<file path="src/rtl/uart_tx_serializer.sv">
// UART transmit shift stage: pops one character per frame from the TX buffers and
// serialises start, 5-8 data bits (LSB first), optional parity and 1/1.5/2 stop bits.
module uart_tx_serializer #(
  parameter int OVERSAMPLE = 16
) (
  input  logic       pclk,
  input  logic       presetn,
  input  logic       baud_tick,
  input  logic [7:0] tx_data,
  input  logic       tx_fifo_empty,
  input  logic [1:0] wls,
  input  logic       stb,
  input  logic       pen,
  input  logic       eps,
  input  logic       sp,
  input  logic       bc,
  output logic       tsr_load,
  output logic       txd,
  output logic       tsr_empty
);

  // Wide enough to count the longest (two-bit) stop period.
  localparam int TW = $clog2(2 * OVERSAMPLE);

  typedef enum logic [2:0] {IDLE, START, DATA, PARITY, STOP} state_t;

  state_t        state_reg, state_next;
  logic [7:0]    shift_reg, shift_next;
  logic [TW-1:0] tick_reg, tick_next;
  logic [2:0]    bit_reg, bit_next;
  logic [1:0]    wls_reg, wls_next;
  logic          stb_reg, stb_next;
  logic          pen_reg, pen_next;
  logic          parity_reg, parity_next;
  logic          tsr_load_reg, txd_reg, tsr_empty_reg;

  logic          load;
  logic          line;
  logic          tick_last;
  logic          stop_last;
  logic [TW-1:0] stop_end;
  logic [2:0]    last_bit;
  logic [7:0]    data_masked;
  logic          parity_calc;

  // Bits above the selected word length do not contribute to parity.
  generate
    for (genvar gi = 0; gi < 8; gi++) begin : g_mask
      if (gi < 5) begin : g_always
        assign data_masked[gi] = tx_data[gi];
      end else begin : g_optional
        assign data_masked[gi] = tx_data[gi] & (wls >= 2'(gi - 4));
      end
    end
  endgenerate

  assign parity_calc = sp ? ~eps : (eps ? ^data_masked : ~^data_masked);
  assign last_bit    = {1'b0, wls_reg} + 3'd4;
  assign tick_last   = (tick_reg == TW'(OVERSAMPLE - 1));
  assign stop_last   = (tick_reg == stop_end);

  always_comb begin
    stop_end = TW'(OVERSAMPLE - 1);
    if (stb_reg) begin
      if (wls_reg == 2'b00) stop_end = TW'(OVERSAMPLE + OVERSAMPLE / 2 - 1);
      else                  stop_end = TW'(2 * OVERSAMPLE - 1);
    end
  end

  always_comb begin
    state_next  = state_reg;
    shift_next  = shift_reg;
    tick_next   = tick_reg;
    bit_next    = bit_reg;
    wls_next    = wls_reg;
    stb_next    = stb_reg;
    pen_next    = pen_reg;
    parity_next = parity_reg;
    load        = 1'b0;
    line        = 1'b1;

    case (state_reg)
      IDLE: begin
        if (!tx_fifo_empty) begin
          load        = 1'b1;
          state_next  = START;
          shift_next  = tx_data;
          wls_next    = wls;
          stb_next    = stb;
          pen_next    = pen;
          parity_next = parity_calc;
          tick_next   = '0;
          bit_next    = '0;
        end
      end
      START: begin
        if (baud_tick) begin
          if (tick_last) begin
            tick_next  = '0;
            state_next = DATA;
          end else begin
            tick_next = tick_reg + TW'(1);
          end
        end
      end
      DATA: begin
        if (baud_tick) begin
          if (tick_last) begin
            tick_next  = '0;
            shift_next = {1'b0, shift_reg[7:1]};
            if (bit_reg == last_bit) begin
              bit_next   = '0;
              state_next = pen_reg ? PARITY : STOP;
            end else begin
              bit_next = bit_reg + 3'd1;
            end
          end else begin
            tick_next = tick_reg + TW'(1);
          end
        end
      end
      PARITY: begin
        if (baud_tick) begin
          if (tick_last) begin
            tick_next  = '0;
            state_next = STOP;
          end else begin
            tick_next = tick_reg + TW'(1);
          end
        end
      end
      STOP: begin
        if (baud_tick) begin
          if (stop_last) begin
            tick_next  = '0;
            state_next = IDLE;
          end else begin
            tick_next = tick_reg + TW'(1);
          end
        end
      end
      default: begin
        state_next = IDLE;
      end
    endcase

    // Line level follows the state being entered so txd stays a pure register.
    case (state_next)
      START:   line = 1'b0;
      DATA:    line = shift_next[0];
      PARITY:  line = parity_next;
      default: line = 1'b1;
    endcase
  end

  always_ff @(posedge pclk or negedge presetn) begin
    if (!presetn) begin
      state_reg     <= IDLE;
      shift_reg     <= '0;
      tick_reg      <= '0;
      bit_reg       <= '0;
      wls_reg       <= '0;
      stb_reg       <= 1'b0;
      pen_reg       <= 1'b0;
      parity_reg    <= 1'b0;
      tsr_load_reg  <= 1'b0;
      txd_reg       <= 1'b1;
      tsr_empty_reg <= 1'b1;
    end else begin
      state_reg     <= state_next;
      shift_reg     <= shift_next;
      tick_reg      <= tick_next;
      bit_reg       <= bit_next;
      wls_reg       <= wls_next;
      stb_reg       <= stb_next;
      pen_reg       <= pen_next;
      parity_reg    <= parity_next;
      tsr_load_reg  <= load;
      txd_reg       <= line & ~bc;
      tsr_empty_reg <= (state_next == IDLE);
    end
  end

  assign tsr_load  = tsr_load_reg;
  assign txd       = txd_reg;
  assign tsr_empty = tsr_empty_reg;

endmodule

</file>
<file path="config.mk">
export PLATFORM = sky130hd
export DESIGN_NAME = uart_tx_serializer
export DESIGN_NICKNAME = d
export VERILOG_FILES = /design/src/rtl/uart_tx_serializer.sv
export SDC_FILE = /design/constraint.sdc
export NUM_CORES = 1
export LEC_CHECK = 0
export CAP_MARGIN = 20
export CORE_ASPECT_RATIO = 1.2
export CORE_MARGIN = 2
export CORE_UTILIZATION = 57
export CTS_CLUSTER_SIZE = 24
export DETAILED_ROUTE_END_ITERATION = 6
export PLACE_DENSITY = 0.89
export SLEW_MARGIN = 20
export SYNTH_ARGS = -nofsm -noshare
export SYNTH_HDL_FRONTEND = slang
export SYNTH_SLANG_ARGS = --single-unit
</file>
<file path="constraint.sdc">
create_clock -name pclk -period 4.4 [get_ports pclk]
set_clock_uncertainty 0.05 [all_clocks]
set_input_delay 1.32 -clock pclk [delete_from_list [all_inputs] [get_ports pclk]]
set_output_delay 1.32 -clock pclk [all_outputs]
set_load 0.1 [all_outputs]
</file>
# ---- Yosys cells after proc, flatten, opt, wreduce, memory -nomap -nowiden
# Cells that the tools add are included.
dict set report totals {
  reg_bits 27
  word_cells 87
}
dict set report op_classes {
  add_sub_neg 3
  order_cmp 3
  n_eq_ne 15
  mux 36
  bitwise_logic 7
  reduce_logical 11
}
# op n
set op_table {}
lappend op_table {{$mux W3} 15}
lappend op_table {{$mux W5} 6}
lappend op_table {{$mux W8} 3}
lappend op_table {{$pmux W8 S2} 1}
lappend op_table {{$pmux W3 S5} 1}
lappend op_table {{$pmux W5 S3} 1}
lappend op_table {{$eq A3 B2 Y1 const B} 4}
lappend op_table {{$ne A2 B2 Y1 const B} 4}
lappend op_table {{$reduce_and A4 Y1} 2}
lappend op_table {{$reduce_xnor A8 Y1} 1}
lappend op_table {{$reduce_xor A8 Y1} 1}
lappend op_table {{$eq A3 B1 Y1 const B} 2}
lappend op_table {{$logic_not A3 Y1} 2}
lappend op_table {{$mux W1} 6}
lappend op_table {{$pmux W3 S2} 1}
lappend op_table {{$add A5 B1 Y5 const B} 1}
lappend op_table {{$eq A5 B4 Y1 const B} 1}
lappend op_table {{$eq A5 B5 Y1} 1}
lappend op_table {{$and A1 B1 Y1} 4}
lappend op_table {{$ge A2 B2 Y1 const B} 2}
lappend op_table {{$mux W4} 1}
lappend op_table {{$add A2 B3 Y3 const B} 1}
lappend op_table {{$add A3 B1 Y3 const B} 1}
lappend op_table {{$eq A3 B3 Y1} 1}
lappend op_table {{other kinds (10)} 12}

# ---- Logic depth before layout (Yosys ltp)
# Gate-level depths: netlist of the first run.
dict set report depth {
  depth_word 10
  mapped_depth 8
}

# ---- Worst setup path before layout of the first run
# Ideal clock, no wire load.
dict set report synth_timing {
  path_type {input -> register}
  startpoint {input tx_data[3]}
  endpoint {register parity_reg}
  arrival_ns 2.370
  t_required_ns 4.254
  slack_ns 1.885
  cell_stages 5
  n_path_buf 0
  cell_sequence {xnor3_1 > xnor2_1 > and3_1 > o31a_1 > o31ai_1}
}
dict set report synth_via {
  elab_chain_cells 5
}
# element line
set synth_rtl {}
lappend synth_rtl {{start, declared} 9} ;# input logic [7:0] tx_data,
lappend synth_rtl {{$reduce_xnor A8 Y1 / $reduce_xor A8 Y1 (equally long branches)} 57} ;# assign parity_calc = sp ? ~eps : (eps ? ^data_masked : ~^data_masked);
lappend synth_rtl {{$mux W1 * (2 in a row)} 57}
lappend synth_rtl {{$mux W1 *} 84} ;# if (!tx_fifo_empty) begin
lappend synth_rtl {{$mux W1 *} 82} ;# case (state_reg)
lappend synth_rtl {{net parity_next} 34} ;# logic parity_reg, parity_next;
lappend synth_rtl {{end signal, assigned} 177} ;# parity_reg <= parity_next;
lappend synth_rtl {{end, declared} 34}
# The timed path passes the listed nets; every way through them passes the cells marked *.
# A chain may end at the register's enable or synchronous reset.

# ---- Worst setup path in the final report of the first run
dict set report layout_timing {
  startpoint {register txd_reg (netlist: txd)}
  endpoint {output txd}
}
# element line
set layout_rtl {}
lappend layout_rtl {{start, declared} 35} ;# logic tsr_load_reg, txd_reg, tsr_empty_reg;
lappend layout_rtl {{start signal, assigned} 179} ;# txd_reg <= line & ~bc;
lappend layout_rtl {{end, declared} 18} ;# output logic txd,
# No word-level cell between the ends.

==> flow_metrics.env, run 1 <==
export IMPL_htree_levels=1
export IMPL_ir_worst_vdd_uv=343
export IMPL_pwr_density_cell_nw_per_um2=510
export IMPL_netlist_area_um2=1490
export IMPL_nNetsFinal=199
export IMPL_area_growth_synth_to_final_pct=18.4
export IMPL_startpoint_type="register"
export IMPL_rsz0062_at_grt="no"
export IMPL_dp_hpwl_mm=2.39
export IMPL_required_ps=3030
export IMPL_final_hold_viol_count=0
export IMPL_worstSetupEndpointType="output port"
export IMPL_rr_worst_depth=8
export IMPL_max_freq_ghz=0.298
export IMPL_grt_max_degree=28
export IMPL_grt_pass1_vias=1208
export IMPL_tns_ps=0
export IMPL_yosys_warnings=0
export IMPL_die_area_um2=3050
export IMPL_min_from="shift_reg[2]$_DFFE_PN0P_"
export IMPL_regToRegSetupSlack_ps=1920
export IMPL_setup_violations_final=0
export IMPL_grtUsageTotal=0.234
export IMPL_relSlewSlack=0.354
export IMPL_rows=20
export IMPL_cts_root_buf="clkbuf_4"
export IMPL_cts_resized=0
export IMPL_die_h_um=60.1
export IMPL_leakagePower_nw=0.788
export IMPL_hp_class="reg -> reg"
export IMPL_final_antenna_net_count=0
export IMPL_wl_mm=3.21
export IMPL_drc_errors=0
export IMPL_max_clock_path_buffers=2
export IMPL_initial_core_util=0.597
export IMPL_grt_pass1_wl_mm=5.23
export IMPL_post_route_period_util=0.763
export IMPL_portBuffers=21
export IMPL_gp_congestion=0.819
export IMPL_syn_inst=153
export IMPL_antenna_found_initial=0
export IMPL_die_w_um=50.7
export IMPL_r2r_end="txd$_DFF_PN1_"
export IMPL_synth_edf_count=0
export IMPL_path_clk_slew_ps=140
export IMPL_worstMarginPinSlew_ps=965
export IMPL_core_area_um2=2500
export IMPL_clock_latency_ps=340
export IMPL_vias_per_cell=5.98
export IMPL_min_period_ps=3360
export IMPL_status="completed"
export IMPL_slowest_stage="clkdlybuf4s50_1"
export IMPL_io_pins=22
export IMPL_gr_total_overflow=0
export IMPL_synth_cell_type_count=46
export IMPL_wire_per_inst_um=15.5
export IMPL_syn_area_per_cell_um2=9.76
export IMPL_setup_worst_path_start="txd$_DFF_PN1_"
export IMPL_drv_slew=0
export IMPL_worstPathArrival_ps=1990
export IMPL_num_vias=1244
export IMPL_utilization=0.706
export IMPL_cpPeakStageDelay_ps=1120
export IMPL_drt_iter0_drc=61
export IMPL_syn_nets=176
export IMPL_cts_sinks=27
export IMPL_crit_fanout=1
export IMPL_hold_depth=2
export IMPL_drive_above_1_share=0.0914
export IMPL_ctsHoldBuffers=0
export IMPL_crit_type="reg -> out"
export IMPL_ys_async_sr_fraction=1.00
export IMPL_cp_top_family="buffers and inverters"
export IMPL_synth_top_flop_cell="dfrtp_1"
export IMPL_ys_seq_area_frac=0.454
export IMPL_cts_setup_buffers=0
export IMPL_yosys_area_top_type_share=0.419
export IMPL_largest_reg_flops=8
export IMPL_numCtsBuffers=3
export IMPL_synth_largest_area_cell="dfrtp_1"
export IMPL_synthTopCellsByArea="dfrtp_1, nand2_1, a222oi_1"
export IMPL_synth_ff_latch_count=27
export IMPL_dr_pass1_iters=4
export IMPL_hold_end="shift_reg[1]$_DFFE_PN0P_"
export IMPL_path_buf_inv=1
export IMPL_r2r_start="tick_reg[0]$_DFFE_PN0P_"
export IMPL_cap_violations=0
export IMPL_crit_chain="clkdlybuf4s50_1"
export IMPL_antenna_cells=0
export IMPL_cts_tree="yes"
worst max path at each step:
stage	slack, ps	cells after the start	to
4_1_cts	1020	1	txd
3_5_place_dp	1050	6	txd$_DFF_PN1_
2_1_floorplan	1880	5	parity_reg$_DFF_PN0_
6_report	1040	1	txd
5_1_grt	1000	1	tsr_empty
3_3_place_gp	1120	6	txd$_DFF_PN1_
metal layers:
layer / up-vias / track usage / wire length (um)
li1: 604 / - / -
met1: 593 / 0.263 / 1290
met2: 36 / 0.432 / 1710
met3: 11 / 0.0400 / 128
met4: 0 / 0.104 / 78
met5: - / 0 / 0
per-stage QoR:
| stage | power, mW | worst slack, ps | instance area [um^2] | cells | hold WS, ps |
|---|---|---|---|---|---|
| floorplan | 0.683 | 1880 | 1490 | 153 | 385 |
| global placement | 0.764 | 1120 | 1740 | 204 | 415 |
| detailed placement | 0.790 | 1050 | 1740 | 204 | 430 |
| CTS | 0.903 | 1020 | 1770 | 208 | 463 |
| global route | 0.962 | 997 | 1770 | 208 | 493 |
| finish | 0.901 | 1040 | 1770 | 208 | 460 |
area by class of cell:
cell class / count / area (um^2)
clock buffer: 3 / 22.5
clock inverter: 1 / 7.51
fill: 193 / 736
inverter: 15 / 56.3
multi-input combinational: 106 / 736
sequential: 27 / 678
tap: 33 / 41.3
timing repair buffer: 23 / 225
worst register-to-register path, stage by stage (launching register included):
cell,delay (ps)
dfrtp_1,450
ha_1,230
and3_1,190
ha_1,240
nand3_2,120
nor3_4,310
a32o_2,280
or4b_1,440
o31ai_1,80
Yosys cell counts, types with 4 or more instances:
master,n
a222oi_1,6
and3_1,5
dfrtp_1,25
ha_1,4
inv_1,14
nand2_1,18
nor2_1,8
nor3_1,4
o21ai_1,4
xnor2_1,4
power breakdown:
part / internal [mW] / leakage (nW) / switching [mW]
sequential: 0.342 / 0.335 / 0.0883
clock: 0.0348 / 0.0139 / 0.0770
combinational: 0.151 / 0.440 / 0.208
total: 0.528 / 0.788 / 0.373
cell usage in the layout (no fill, tap or decap), types with 4 or more instances in the layout:
cell and instances:
xnor2_1 4, ha_1 4, nor2_1 8, dfrtp_1 25
clkdlybuf4s50_1 21, inv_1 14, nand2_1 18, nor3_1 4
o21ai_1 4, a222oi_1 6, and3_1 5
kinds of logic (layout without fill, tap and decap cells):
family	after synthesis	count (layout)	share of synthesized area
buffers and inverters	20	42	0.0528
AO/OA/AOI/OAI	37	37	0.197
multiplexers	2	2	0.0151
adder cells (fa/ha/maj)	4	4	0.0335
AND/OR/NAND/NOR	58	58	0.209
flip-flops	27	27	0.454
XOR/XNOR	5	5	0.0386
(Power assumes the default switching activity.)
==> run 2, diff against run 1 <==
--- a/config.mk
+++ b/config.mk
@@ -8,10 +8,10 @@
 export CAP_MARGIN = 20
 export CORE_ASPECT_RATIO = 1.2
 export CORE_MARGIN = 2
-export CORE_UTILIZATION = 57
+export CORE_UTILIZATION = 48
 export CTS_CLUSTER_SIZE = 24
 export DETAILED_ROUTE_END_ITERATION = 6
-export PLACE_DENSITY = 0.89
+export PLACE_DENSITY = 0.81
 export SLEW_MARGIN = 20
 export SYNTH_ARGS = -nofsm -noshare
 export SYNTH_HDL_FRONTEND = slang
==> constraint.sdc (replaced) <==
create_clock -name pclk -period 2.7 [get_ports pclk]
set_clock_uncertainty 0.05 [all_clocks]
set_input_delay 0.81 -clock pclk [delete_from_list [all_inputs] [get_ports pclk]]
set_output_delay 0.81 -clock pclk [all_outputs]
set_load 0.1 [all_outputs]
==> flow_metrics.env, run 2 (same netlist as run 1, synthesis figures left out) <==
export IMPL_status="completed"
export IMPL_ir_worst_vdd_uv=512
export IMPL_numCtsBuffers=3
export IMPL_cap_violations=0
export IMPL_drt_iter0_drc=64
export IMPL_die_h_um=65.1
export IMPL_final_antenna_net_count=0
export IMPL_drive_above_1_share=0.128
export IMPL_grtUsageTotal=0.202
export IMPL_gp_congestion=0.886
export IMPL_setup_violations_final=0
export IMPL_clock_latency_ps=320
export IMPL_leakagePower_nw=0.817
export IMPL_die_area_um2=3570
export IMPL_wl_mm=3.17
export IMPL_antenna_cells=0
export IMPL_setup_slack_ps=350
export IMPL_worstMarginPinSlew_ps=567
export IMPL_finalNonFillerCells=215
export IMPL_dr_pass1_iters=4
export IMPL_post_route_period_util=0.870
export IMPL_worstPathArrival_ps=2550
export IMPL_hold_ws_ps=447
export IMPL_dr_wl_met3_um=98
export IMPL_largest_reg_flops=8
export IMPL_startpoint_type="register"
export IMPL_drv_slew=0
export IMPL_num_vias=1257
export IMPL_cts_tree="yes"
export IMPL_pre_cts_ws_ps=56.5
export IMPL_nNetsFinal=203
export IMPL_wl_met1_mm=1.32
export IMPL_worstSetupEndpointType="register"
export IMPL_fin_area_um2=1790
export IMPL_max_clock_path_buffers=2
export IMPL_utilization=0.591
export IMPL_io_pins=22
export IMPL_ctsHoldBuffers=0
export IMPL_grt_pass1_vias=1296
export IMPL_rows=22
export IMPL_grt_max_degree=28
export IMPL_dp_cells=211
export IMPL_min_period_ps=2350
export IMPL_required_ps=2900
export IMPL_finalPower_mw=1.44
export IMPL_hp_class="reg -> reg"
export IMPL_cts_resized=0
export IMPL_htree_levels=1
export IMPL_max_freq_ghz=0.425
export IMPL_gr_total_overflow=0
export IMPL_pwr_density_cell_nw_per_um2=807
export IMPL_crit_type="reg -> reg"
export IMPL_layout_commonest_cell="dfrtp_1"
export IMPL_relSlewSlack=0.619
export IMPL_vias_per_cell=5.85
export IMPL_portBuffers=21
export IMPL_fillers=265
export IMPL_drc_errors=0
export IMPL_wire_per_inst_um=14.7
export IMPL_core_area_um2=3030
export IMPL_rsz0062_at_grt="no"
export IMPL_crit_fanout=5
export IMPL_tns_ps=0
export IMPL_cts_sinks=27
export IMPL_path_clk_slew_ps=150
export IMPL_area_growth_synth_to_final_pct=19.9
export IMPL_antenna_found_initial=0
export IMPL_dp_hpwl_mm=2.41
export IMPL_wl_met2_mm=1.72
export IMPL_routed_top_layer="met4"
export IMPL_final_hold_viol_count=0
export IMPL_cts_setup_buffers=0
export IMPL_initial_core_util=0.493
export IMPL_grt_pass1_wl_mm=5.34
export IMPL_die_w_um=54.9
export IMPL_layout_common_cells="dfrtp_1, nand2_1, clkdlybuf4s50_1"
export IMPL_place_area_um2=1760
export IMPL_cts_root_buf="clkbuf_4"
==> run 2: cell types whose count changed in the layout (fill, tap and decap cells not counted) <==
| cell | change |
|---|---|
| clkdlybuf4s50_1 | -3 |
| clkinvlp_4 | -1 |
| clkinv_2 | +1 |
| buf_4 | +7 |
==> run 2: final timing paths <==
| path | slack, ps | end | startpoint | cells after the start |
|---|---|---|---|---|
| setup / recovery | 350 | txd$_DFF_PN1_ | tick_reg[0]$_DFFE_PN0P_ | 8 |
| hold / removal | 450 | parity_reg$_DFF_PN0_ | parity_reg$_DFF_PN0_ | 2 |
| setup reg to reg | 350 | txd$_DFF_PN1_ | tick_reg[0]$_DFFE_PN0P_ | 8 |
| hold reg to reg | 450 | parity_reg$_DFF_PN0_ | parity_reg$_DFF_PN0_ | 2 |
| max in group asynchronous | 1510 | tsr_empty$_DFF_PN1_ | presetn | 2 |
| min in group asynchronous | 780 | state_reg[2]$_DFF_PN0_ | presetn | 2 |
==> run 2: cell type report <==
| type | instances | area [um^2] | area share |
|---|---|---|---|
| Tap cell | 36 | 45.0 | 0.0252 |
| Clock inverter | 1 | 5.00 | 0.00280 |
| Timing Repair Buffer | 27 | 248 | 0.138 |
| Inverter | 15 | 56.3 | 0.0314 |
| Multi-Input combinational cell | 106 | 736 | 0.411 |
| Sequential cell | 27 | 678 | 0.379 |
| Clock buffer | 3 | 22.5 | 0.0126 |
==> run 2: critical path: stages (launching register included) <==
cell      delay, ps
dfrtp_1         450
ha_1            250
and3_1          200
ha_1            240
nand2_1         100
nor4b_1         240
a311oi_1        120
or4b_1          550
o31ai_1          90
==> run 2: per-layer routing <==
metal	track usage	vias to the layer above
li1	-	619
met1	0.226	613
met2	0.374	21
met3	0.0230	4
met4	0.0701	0
met5	0	-
==> run 2: power breakdown <==
group          internal [mW]  switching [mW]
Sequential             0.557           0.134
Combinational          0.245           0.334
Clock                 0.0555           0.119
Total                  0.858           0.587
==> run 3, diff against run 2 <==
--- a/config.mk
+++ b/config.mk
@@ -8,10 +8,11 @@
 export CAP_MARGIN = 20
 export CORE_ASPECT_RATIO = 1.2
 export CORE_MARGIN = 2
-export CORE_UTILIZATION = 48
+export CORE_UTILIZATION = 47
+export CTS_CLUSTER_DIAMETER = 80
 export CTS_CLUSTER_SIZE = 24
 export DETAILED_ROUTE_END_ITERATION = 6
-export PLACE_DENSITY = 0.81
+export PLACE_DENSITY = 0.79
 export SLEW_MARGIN = 20
 export SYNTH_ARGS = -nofsm -noshare
 export SYNTH_HDL_FRONTEND = slang
==> flow_metrics.env, run 3 (same netlist as run 1, synthesis figures left out) <==
export IMPL_clockPowerShare=0.120
export IMPL_path_clk_slew_ps=140
export IMPL_grtUsageTotal=0.185
export IMPL_switching_power_mw=0.579
export IMPL_wire_per_inst_um=14.3
export IMPL_max_clock_path_buffers=2
export IMPL_worstSetupEndpointType="register"
export IMPL_grt_pass1_vias=1239
export IMPL_wl_met1_mm=1.29
export IMPL_cts_resized=0
export IMPL_final_antenna_net_count=0
export IMPL_grt_max_degree=28
export IMPL_ir_worst_vdd_uv=631
export IMPL_numCtsBuffers=3
export IMPL_utilization=0.586
export IMPL_power_share_switching=0.403
export IMPL_r2r_end="txd$_DFF_PN1_"
export IMPL_hp_class="reg -> reg"
export IMPL_cts_tree="yes"
export IMPL_worstMarginPinSlew_ps=530
export IMPL_die_w_um=55.4
export IMPL_r2r_start="tick_reg[0]$_DFFE_PN0P_"
export IMPL_gp_congestion=0.917
export IMPL_drc_errors=0
export IMPL_cts_setup_buffers=0
export IMPL_wl_mm=3.08
export IMPL_grt_pass1_wl_mm=5.45
export IMPL_largest_reg_flops=8
export IMPL_post_route_period_util=0.869
export IMPL_portBuffers=21
export IMPL_layout_common_cells="dfrtp_1, nand2_1, clkdlybuf4s50_1"
export IMPL_pwr_density_cell_nw_per_um2=804
export IMPL_leakagePower_nw=0.815
export IMPL_vias_per_cell=5.96
export IMPL_min_period_ps=2350
export IMPL_ctsHoldBuffers=0
export IMPL_cts_sinks=27
export IMPL_antenna_found_initial=0
export IMPL_final_hold_viol_count=0
export IMPL_dp_hpwl_mm=2.34
export IMPL_initial_core_util=0.489
export IMPL_cts_root_buf="clkbuf_4"
export IMPL_io_pins=22
export IMPL_htree_levels=1
export IMPL_die_h_um=65.7
export IMPL_status="completed"
export IMPL_critPathCapture="txd$_DFF_PN1_"
export IMPL_drv_slew=0
export IMPL_area_growth_synth_to_final_pct=19.9
export IMPL_worstPathArrival_ps=2540
export IMPL_max_freq_ghz=0.426
export IMPL_num_vias=1282
export IMPL_rsz0062_at_grt="no"
export IMPL_internal_power_mw=0.859
export IMPL_antenna_cells=0
export IMPL_drt_iter0_drc=57
export IMPL_rr_worst_depth=8
export IMPL_crit_type="reg -> reg"
export IMPL_core_area_um2=3060
export IMPL_gr_total_overflow=0
export IMPL_dr_pass1_iters=6
export IMPL_routed_top_layer="met4"
export IMPL_startpoint_type="register"
export IMPL_die_area_um2=3640
export IMPL_wl_met2_mm=1.62
export IMPL_clock_latency_ps=320
export IMPL_required_ps=2890
export IMPL_nNetsFinal=203
export IMPL_crit_fanout=5
export IMPL_setup_violations_final=0
export IMPL_rows=22
export IMPL_p_comb_frac=0.398
export IMPL_drive_above_1_share=0.123
export IMPL_dr_wl_met3_um=121
export IMPL_seqPwrFrac=0.482
export IMPL_regToRegSetupSlack_ps=350
export IMPL_relSlewSlack=0.644
export IMPL_cap_violations=0
export IMPL_setup_worst_path_start="tick_reg[0]$_DFFE_PN0P_"
export IMPL_layout_commonest_cell="dfrtp_1"
export IMPL_tns_ps=0
[run 3: cell types whose count changed in the layout (fill, tap and decap cells not counted), sizes merged]
cell,delta
clkinv,-1
clkbuf,+1
[run 3: metrics by stage]
step | setup slack, ps | total power, mW | hold slack [ps] | instance area, um^2 | std cells
floorplan | 557 | 1.11 | 385 | 1490 | 153
global placement | 134 | 1.24 | 402 | 1760 | 211
detailed placement | 99.9 | 1.27 | 420 | 1760 | 211
CTS | 344 | 1.44 | 452 | 1790 | 215
global route | 152 | 1.54 | 490 | 1790 | 215
finish | 353 | 1.44 | 450 | 1790 | 215
[run 3: how the worst min path moves through the flow]
stage | start | end | slack (ps) | cells past startpoint
floorplan | parity_reg$_DFF_PN0_ | parity_reg$_DFF_PN0_ | 390 | 2
global placement | parity_reg$_DFF_PN0_ | parity_reg$_DFF_PN0_ | 400 | 2
detailed placement | parity_reg$_DFF_PN0_ | parity_reg$_DFF_PN0_ | 420 | 2
CTS | parity_reg$_DFF_PN0_ | parity_reg$_DFF_PN0_ | 450 | 2
global route | shift_reg[4]$_DFFE_PN0P_ | shift_reg[4]$_DFFE_PN0P_ | 490 | 2
finish | parity_reg$_DFF_PN0_ | parity_reg$_DFF_PN0_ | 450 | 2
[run 3: layout make-up]
class                   count  area (um^2)
flip-flops and latches     27          678
inverters                  15         56.3
multi-input cells         106          736
clock buffers               4         26.3
repair buffers             27          248
fillers                   262         1270
well taps                  36         45.0
[run 3: critical path, cell delays in order, from the launching register on]
cell and delay (ps):
dfrtp_1 460, ha_1 250, and3_1 200, ha_1 230, nand2_1 100, nor4b_1 250
a311oi_1 120, or4b_1 530, o31ai_1 80
[run 3: layer usage]
metal  track usage  up-vias
met3        0.0236        6
met4        0.0457        0
li1              -      613
met2         0.341       40
met1         0.228      623
met5             0        -
[run 3: power groups by stage]
stage          registers (mW)  clock network [mW]  logic [mW]
2_1_floorplan           0.747                   0       0.366
3_3_place_gp            0.691                   0       0.552
3_5_place_dp            0.701                   0       0.572
4_1_cts                 0.693               0.177       0.575
5_1_grt                 0.717               0.190       0.632
6_report                0.693               0.172       0.572
